===== config.mk =====
export PLATFORM = sky130hd
export DESIGN_NAME = voice_sequencer
export DESIGN_NICKNAME = d
export VERILOG_FILES = /design/src/rtl/voice_sequencer.sv
export SDC_FILE = /design/constraint.sdc
export NUM_CORES = 1
export LEC_CHECK = 0
export ABC_AREA = 1
export BUFFER_PORTS_ARGS = -buffer_cell sky130_fd_sc_hd__buf_2
export CORE_MARGIN = 8
export CORE_UTILIZATION = 55
export CTS_CLUSTER_DIAMETER = 100
export DETAILED_ROUTE_END_ITERATION = 8
export GPL_TIMING_DRIVEN = 0
export PLACE_DENSITY = 0.83
export RECOVER_POWER = 100
export SLEW_MARGIN = 20
export SYNTH_ARGS = -nofsm -noshare
export SYNTH_HDL_FRONTEND = slang
export SYNTH_SLANG_ARGS = --single-unit

===== constraint.sdc =====
create_clock -name clk_i -period 4.9 [get_ports clk_i]
set_clock_uncertainty 0.2 [all_clocks]
set_input_delay 0.245 -clock clk_i [delete_from_list [all_inputs] [get_ports clk_i]]
set_output_delay 0.245 -clock clk_i [all_outputs]
set_load 0.1 [all_outputs]

===== src/rtl/voice_sequencer.sv =====
`default_nettype none
// ============================================================================
// Module   : voice_sequencer
// Brief    : Frames the shared voice generator over three voices per sample
//            tick and sums their samples into one signed mix word.
//            Optional WAIT timeout enabled by defining VSEQ_TIMEOUT_EN.
// Revision : 1.0 - initial release
// ============================================================================
module voice_sequencer #(
    parameter int NUM_VOICES     = 3
`ifdef VSEQ_TIMEOUT_EN
    ,
    parameter int TIMEOUT_CYCLES = 15
`endif
) (
    input  logic                      clk_i,
    input  logic                      rst_i,
    input  logic                      sample_tick_i,
    input  logic [16*NUM_VOICES-1:0]  freq_words_i,
    input  logic [12*NUM_VOICES-1:0]  pw_words_i,
    input  logic [4*NUM_VOICES-1:0]   wave_sels_i,
    input  logic [NUM_VOICES-1:0]     sync_i,
    input  logic [NUM_VOICES-1:0]     ring_mod_i,
    input  logic [NUM_VOICES-1:0]     voice_en_i,
    output logic                      mv_start_o,
    output logic [1:0]                mv_voice_o,
    output logic [15:0]               mv_freq_o,
    output logic [11:0]               mv_pw_o,
    output logic [3:0]                mv_wave_sel_o,
    output logic                      mv_sync_o,
    output logic                      mv_ring_o,
    input  logic                      mv_ready_i,
    input  logic [9:0]                mv_wave_i,
    output logic [11:0]               mix_o,
    output logic                      mix_valid_o,
    output logic                      busy_o,
`ifdef VSEQ_TIMEOUT_EN
    output logic                      timeout_o,
`endif
    output logic                      overrun_o
);

    localparam logic [1:0] LAST_VOICE = 2'(NUM_VOICES - 1);

    typedef enum logic [1:0] {
        S_IDLE  = 2'd0,
        S_ISSUE = 2'd1,
        S_WAIT  = 2'd2,
        S_DONE  = 2'd3
    } state_t;

    state_t state_q;
    logic [1:0]  idx_q;
    logic [11:0] acc_q;

    // Voice 0 config is latched straight into the mv_* registers, so the
    // snapshot only needs to hold voices 1 and up.
    logic [16*NUM_VOICES-1:16] freq_q;
    logic [12*NUM_VOICES-1:12] pw_q;
    logic [4*NUM_VOICES-1:4]   wave_q;
    logic [NUM_VOICES-1:1]     sync_q;
    logic [NUM_VOICES-1:1]     ring_q;
    logic [NUM_VOICES-1:0]     en_q;

    logic [1:0]  nidx_d;
    logic [11:0] contrib_d;
    logic        advance_d;

    assign nidx_d    = idx_q + 2'd1;
    assign contrib_d = (mv_ready_i && en_q[idx_q]) ? {{2{mv_wave_i[9]}}, mv_wave_i} : 12'd0;
    assign overrun_o = sample_tick_i && (state_q != S_IDLE);

`ifdef VSEQ_TIMEOUT_EN
    localparam int CNT_W = $clog2(TIMEOUT_CYCLES + 1);
    logic [CNT_W-1:0] wait_cnt_q;
    logic             expire_d;

    assign expire_d  = !mv_ready_i && (wait_cnt_q == CNT_W'(TIMEOUT_CYCLES - 1));
    assign advance_d = mv_ready_i || expire_d;
`else
    assign advance_d = mv_ready_i;
`endif

    always_ff @(posedge clk_i) begin
        if (rst_i) begin
            state_q       <= S_IDLE;
            idx_q         <= 2'd0;
            acc_q         <= 12'd0;
            freq_q        <= '0;
            pw_q          <= '0;
            wave_q        <= '0;
            sync_q        <= '0;
            ring_q        <= '0;
            en_q          <= '0;
            mv_start_o    <= 1'b0;
            mv_voice_o    <= 2'd0;
            mv_freq_o     <= 16'd0;
            mv_pw_o       <= 12'd0;
            mv_wave_sel_o <= 4'd0;
            mv_sync_o     <= 1'b0;
            mv_ring_o     <= 1'b0;
            mix_o         <= 12'd0;
            mix_valid_o   <= 1'b0;
            busy_o        <= 1'b0;
`ifdef VSEQ_TIMEOUT_EN
            wait_cnt_q    <= '0;
            timeout_o     <= 1'b0;
`endif
        end else begin
            mv_start_o  <= 1'b0;
            mix_valid_o <= 1'b0;
`ifdef VSEQ_TIMEOUT_EN
            timeout_o   <= 1'b0;
`endif
            case (state_q)
                S_IDLE: begin
                    if (sample_tick_i) begin
                        freq_q        <= freq_words_i[16*NUM_VOICES-1:16];
                        pw_q          <= pw_words_i[12*NUM_VOICES-1:12];
                        wave_q        <= wave_sels_i[4*NUM_VOICES-1:4];
                        sync_q        <= sync_i[NUM_VOICES-1:1];
                        ring_q        <= ring_mod_i[NUM_VOICES-1:1];
                        en_q          <= voice_en_i;
                        idx_q         <= 2'd0;
                        acc_q         <= 12'd0;
                        mv_voice_o    <= 2'd0;
                        mv_freq_o     <= freq_words_i[15:0];
                        mv_pw_o       <= pw_words_i[11:0];
                        mv_wave_sel_o <= wave_sels_i[3:0];
                        mv_sync_o     <= sync_i[0];
                        mv_ring_o     <= ring_mod_i[0];
                        mv_start_o    <= 1'b1;
                        busy_o        <= 1'b1;
                        state_q       <= S_ISSUE;
                    end
                end
                S_ISSUE: begin
`ifdef VSEQ_TIMEOUT_EN
                    wait_cnt_q <= '0;
`endif
                    state_q <= S_WAIT;
                end
                S_WAIT: begin
                    if (advance_d) begin
`ifdef VSEQ_TIMEOUT_EN
                        timeout_o <= expire_d;
`endif
                        // The last voice folds straight into mix_o so the
                        // valid pulse lines up with the DONE cycle.
                        if (idx_q == LAST_VOICE) begin
                            mix_o       <= acc_q + contrib_d;
                            mix_valid_o <= 1'b1;
                            state_q     <= S_DONE;
                        end else begin
                            acc_q         <= acc_q + contrib_d;
                            idx_q         <= nidx_d;
                            mv_voice_o    <= nidx_d;
                            mv_freq_o     <= freq_q[16*nidx_d +: 16];
                            mv_pw_o       <= pw_q[12*nidx_d +: 12];
                            mv_wave_sel_o <= wave_q[4*nidx_d +: 4];
                            mv_sync_o     <= sync_q[nidx_d];
                            mv_ring_o     <= ring_q[nidx_d];
                            mv_start_o    <= 1'b1;
                            state_q       <= S_ISSUE;
                        end
                    end
`ifdef VSEQ_TIMEOUT_EN
                    else begin
                        wait_cnt_q <= wait_cnt_q + CNT_W'(1);
                    end
`endif
                end
                S_DONE: begin
                    busy_o  <= 1'b0;
                    state_q <= S_IDLE;
                end
                default: state_q <= S_IDLE;
            endcase
        end
    end

endmodule
`default_nettype wire

==> results.cfg <==
[synth]
yosysTopAreaCell = sky130_fd_sc_hd__dfxtp_1
count_of_distinct_cell_types_in_the_synthesized_netlist = 31
netlist_top_cells_area = sky130_fd_sc_hd__dfxtp_1 (45%), sky130_fd_sc_hd__o21ai_0 (12%), sky130_fd_sc_hd__a21oi_1 (10%)
synthCells = 797
mappedNetlistArea_mm2 = 0.00605
synth-warning-count = 0
net_count_after_synthesis = 929
synth-seq-area-share = 0.450
synth.top_cell.area_share = 0.450
synth-seq-cells = 136
synth.avg_cell_area_um2 = 7.60

[floorplan]
dieHeight_um = 121
die_w_um = 121
coreArea_mm2 = 0.0108
die-area_mm2 = 0.0146
std_cell_rows = 38
i_o_pin_cnt = 171
initial_core_util = 0.561

[global_routing]
grt_antenna_before_repair = 4
global_route.usage.met2 = 0.554
globalRouteMet3Util = 0.122
first_global_vias = 7426
global_router_s_overall_resource_usage = 0.344
grt_start_max_net_pins = 17
busiest_layer = met2
grt_use_met1 = 0.371
grt_pass1_wl_um = 39100
overflow = 0

[worst_setup_path]
worstReg2RegStart = idx_q[0]
worst_setup_path_start_kind = register
arrival_ns = 3.55
worst_setup_path_startpoint = idx_q[0]
crit_path_max_fanout = 8
kind_of_critical_path = reg -> reg
crit_top_cell = sky130_fd_sc_hd__nand2_1
cp.required_ns = 5.13
worst_path_largest_cell_delay_ns = 0.47
timing.critical_path.cells = inv_1 > nand2_1 > nor2_1 > nor2_1 > nand2_1 > nor2_1 > ha_1 > inv_1 > fa_1 > o21ai_0 > nand2_1 > nand2_1 > nand2_1 > nand2_1 > nand2_1 > o211ai_1 > inv_1
crit_path_end_kind = register
r2r_setup_slack_ns = 1.58
r2r-end = mix_o[8]
worst_path_max_delay_cell = sky130_fd_sc_hd__dfxtp_1
worst_r2r_path_depth = 17

[sta]
tns_ns = 0
slew_violations = 0
worst_pin_slew_ns = 1.29
post_route_fraction_of_the_period_consumed_by_the_critical_path = 0.678
finalSetupViolations = 0
finalHoldViolations = 0
final_min_period_ns = 3.32
timing.slew.headroom = 0.144
rsz0062_at_grt = no
clock.fmax_ghz = 0.301

[power]
internal_power_mw = 2.19
power_density_mw_per_mm2 = 375
power_mw = 3.23
static-leakage-power_nw = 3.74
power.ir.vdd_worst_uv = 318
seqPwrFrac = 0.380
power.share.clock = 0.411
combinationalPowerShare = 0.208
net-switching-power_mw = 1.05
net_switching_share_of_the_total_power = 0.324

[clock_tree]
post_cts.resized_instances = 0
hold_buffers = 107
numCtsBuffers = 17
cts_root_cell = sky130_fd_sc_hd__clkbuf_8
cts_buffer_depth = 2
number_of_sinks_handled_by_clock_tree_synthesis = 136
post-cts-setup-buffers = 0
cts-htree-levels = 4
cts_tree = yes
cts.reportedPaths.clkPinSlew_ns = 0.06
clock_latency_ns = 0.54

[detailed_routing]
detailed_route_vias_per_instance = 5.80
detailedRoute.firstPassIterationCount = 9
drc = 0
drtIter0Drc = 793
detail_route.wl_per_cell_um = 19.9
total_routed_length_um = 24900
drt.antenna.violating_nets = 0
routed-via-count = 7247

[final_layout]
fin_nets = 1224
nFillCells = 724
areaGrowthSynthToFinish_pct = 42.3
design_area_mm2 = 0.00861
drive_above_1_share = 0.149

[placed_design]
dp.final_hpwl_um = 14200
portBuffers = 169
gp_routability_congestion = 0.897
postPlaceCellArea_mm2 = 0.00707

[worst_hold_path]
hold_class = in -> reg
hold_path_depth = 6
worst_hold_startpoint = mv_wave_i[9]
worstHoldEndpoint = acc_q[11]

[job]
max_cap_violations = 0

[run_status]
run_status = complete, no violations
==> placed cells by master (no fill, tap or decap), drive strengths merged <==
master and n:
o21ai 149, dfxtp 136, buf 130, a21oi 126, inv 118, clkbuf 112, dlygate4sd3 107, nand2 83
nor2 50, o221ai 33, nand3 17, ha 12, diode 5, nand4 4, clkinvlp 4, o211ai 3
xnor2 3, clkinv 3, bufinv 3, a21o 2, nand3b 2, xor2 2, nor3 2, o21bai 1
a211oi 1, fa 1
==> routing by layer <==
layer,part of all wire,wire (um)
met3,0.10,2530
met1,0.36,9040
met5,0,0
met4,0.068,1690
met2,0.47,11600
==> synthesized netlist by cell type (all sizes together) <==
library cell and count:
nand4 4, o221ai 33, nand3 17, nand2 83
o21ai 149, nor2 50, o21bai 1, xor2 2
a21oi 126, inv 117, nand3b 2, a211oi 1
dfxtp 136, fa 1, o211ai 3, xnor2 3
buf 25, clkbuf 28, nor3 2, a21o 2
ha 12
==> power groups by stage <==
stage | Clock (mW) | Sequential, mW | Combinational (mW)
after detailed placement | 0 | 1.25 | 0.585
final | 1.33 | 1.23 | 0.674
after global placement | 0 | 1.24 | 0.579
after global routing | 1.38 | 1.23 | 0.709
after CTS | 1.31 | 1.22 | 0.656
after floorplan | 0 | 1.47 | 0.208
==> final cells by class <==
class | instances | area [um^2] | share of cell area
Tap cell | 140 | 175 | 0.0203
Clock buffer | 20 | 455 | 0.0529
Inverter | 117 | 440 | 0.0511
Multi-Input combinational cell | 491 | 2590 | 0.301
Clock inverter | 11 | 145 | 0.0168
Antenna cell | 5 | 12.5 | 0.00145
Buffer | 53 | 221 | 0.0257
Timing Repair Buffer | 276 | 1850 | 0.215
Sequential cell | 136 | 2720 | 0.316
==> state kept, by name, indices dropped and copies added (netlist names) <==
register	flops
ring_q	2
en_q	3
acc_q	12
mv_pw_o	12
busy_o	1
mv_start_o	1
mv_sync_o	1
sync_q	2
mv_freq_o	16
freq_q	32
wave_q	8
mv_wave_sel_o	4
mix_valid_o	1
pw_q	24
state_q	2
mix_o	12
mv_ring_o	1
idx_q	2
==> stage by stage <==
stage / utilization / worst slack, ns / std cells / hold WS (ns)
5_1_grt: 0.798 / 1.31 / 1248 / 0.0980
4_1_cts: 0.810 / 1.62 / 1244 / 0.0139
6_report: 0.798 / 1.58 / 1249 / 0.0456
3_5_place_dp: 0.655 / 1.65 / 1106 / 0.245
3_3_place_gp: 0.655 / 1.67 / 1106 / 0.240
2_1_floorplan: - / 1.43 / 797 / 0.205
==> worst max path at each step <==
stage | cells past startpoint | end
2_1_floorplan | 17 | mix_o[6]
3_5_place_dp | 17 | mix_o[8]
3_3_place_gp | 17 | mix_o[8]
5_1_grt | 17 | mix_o[8]
6_report | 17 | mix_o[8]
4_1_cts | 17 | mix_o[8]
==> worst max-delay path: cells and delay by family, from the launching register on <==
family | cells | cell delay, ns
AOI/OAI and AO/OA | 2 | 0.48
adders and majority gates | 2 | 0.65
buffers and inverters | 3 | 0.27
DFF | 1 | 0.47
and+or+nand+nor | 10 | 1.12
==> cells by family (layout without fill, tap and decap cells) <==
family / count (synthesis) / count (layout) / share of synthesized area
AO/OA/AOI/OAI: 315 / 315 / 0.285
buffers and inverters: 170 / 477 / 0.115
AND/OR/NAND/NOR: 158 / 158 / 0.115
adder cells (fa/ha/maj): 13 / 13 / 0.0281
XOR/XNOR: 5 / 5 / 0.00724
other: 0 / 5 / 0
flip-flops: 136 / 136 / 0.450
No activity file was read; power rests on OpenSTA's default activity.
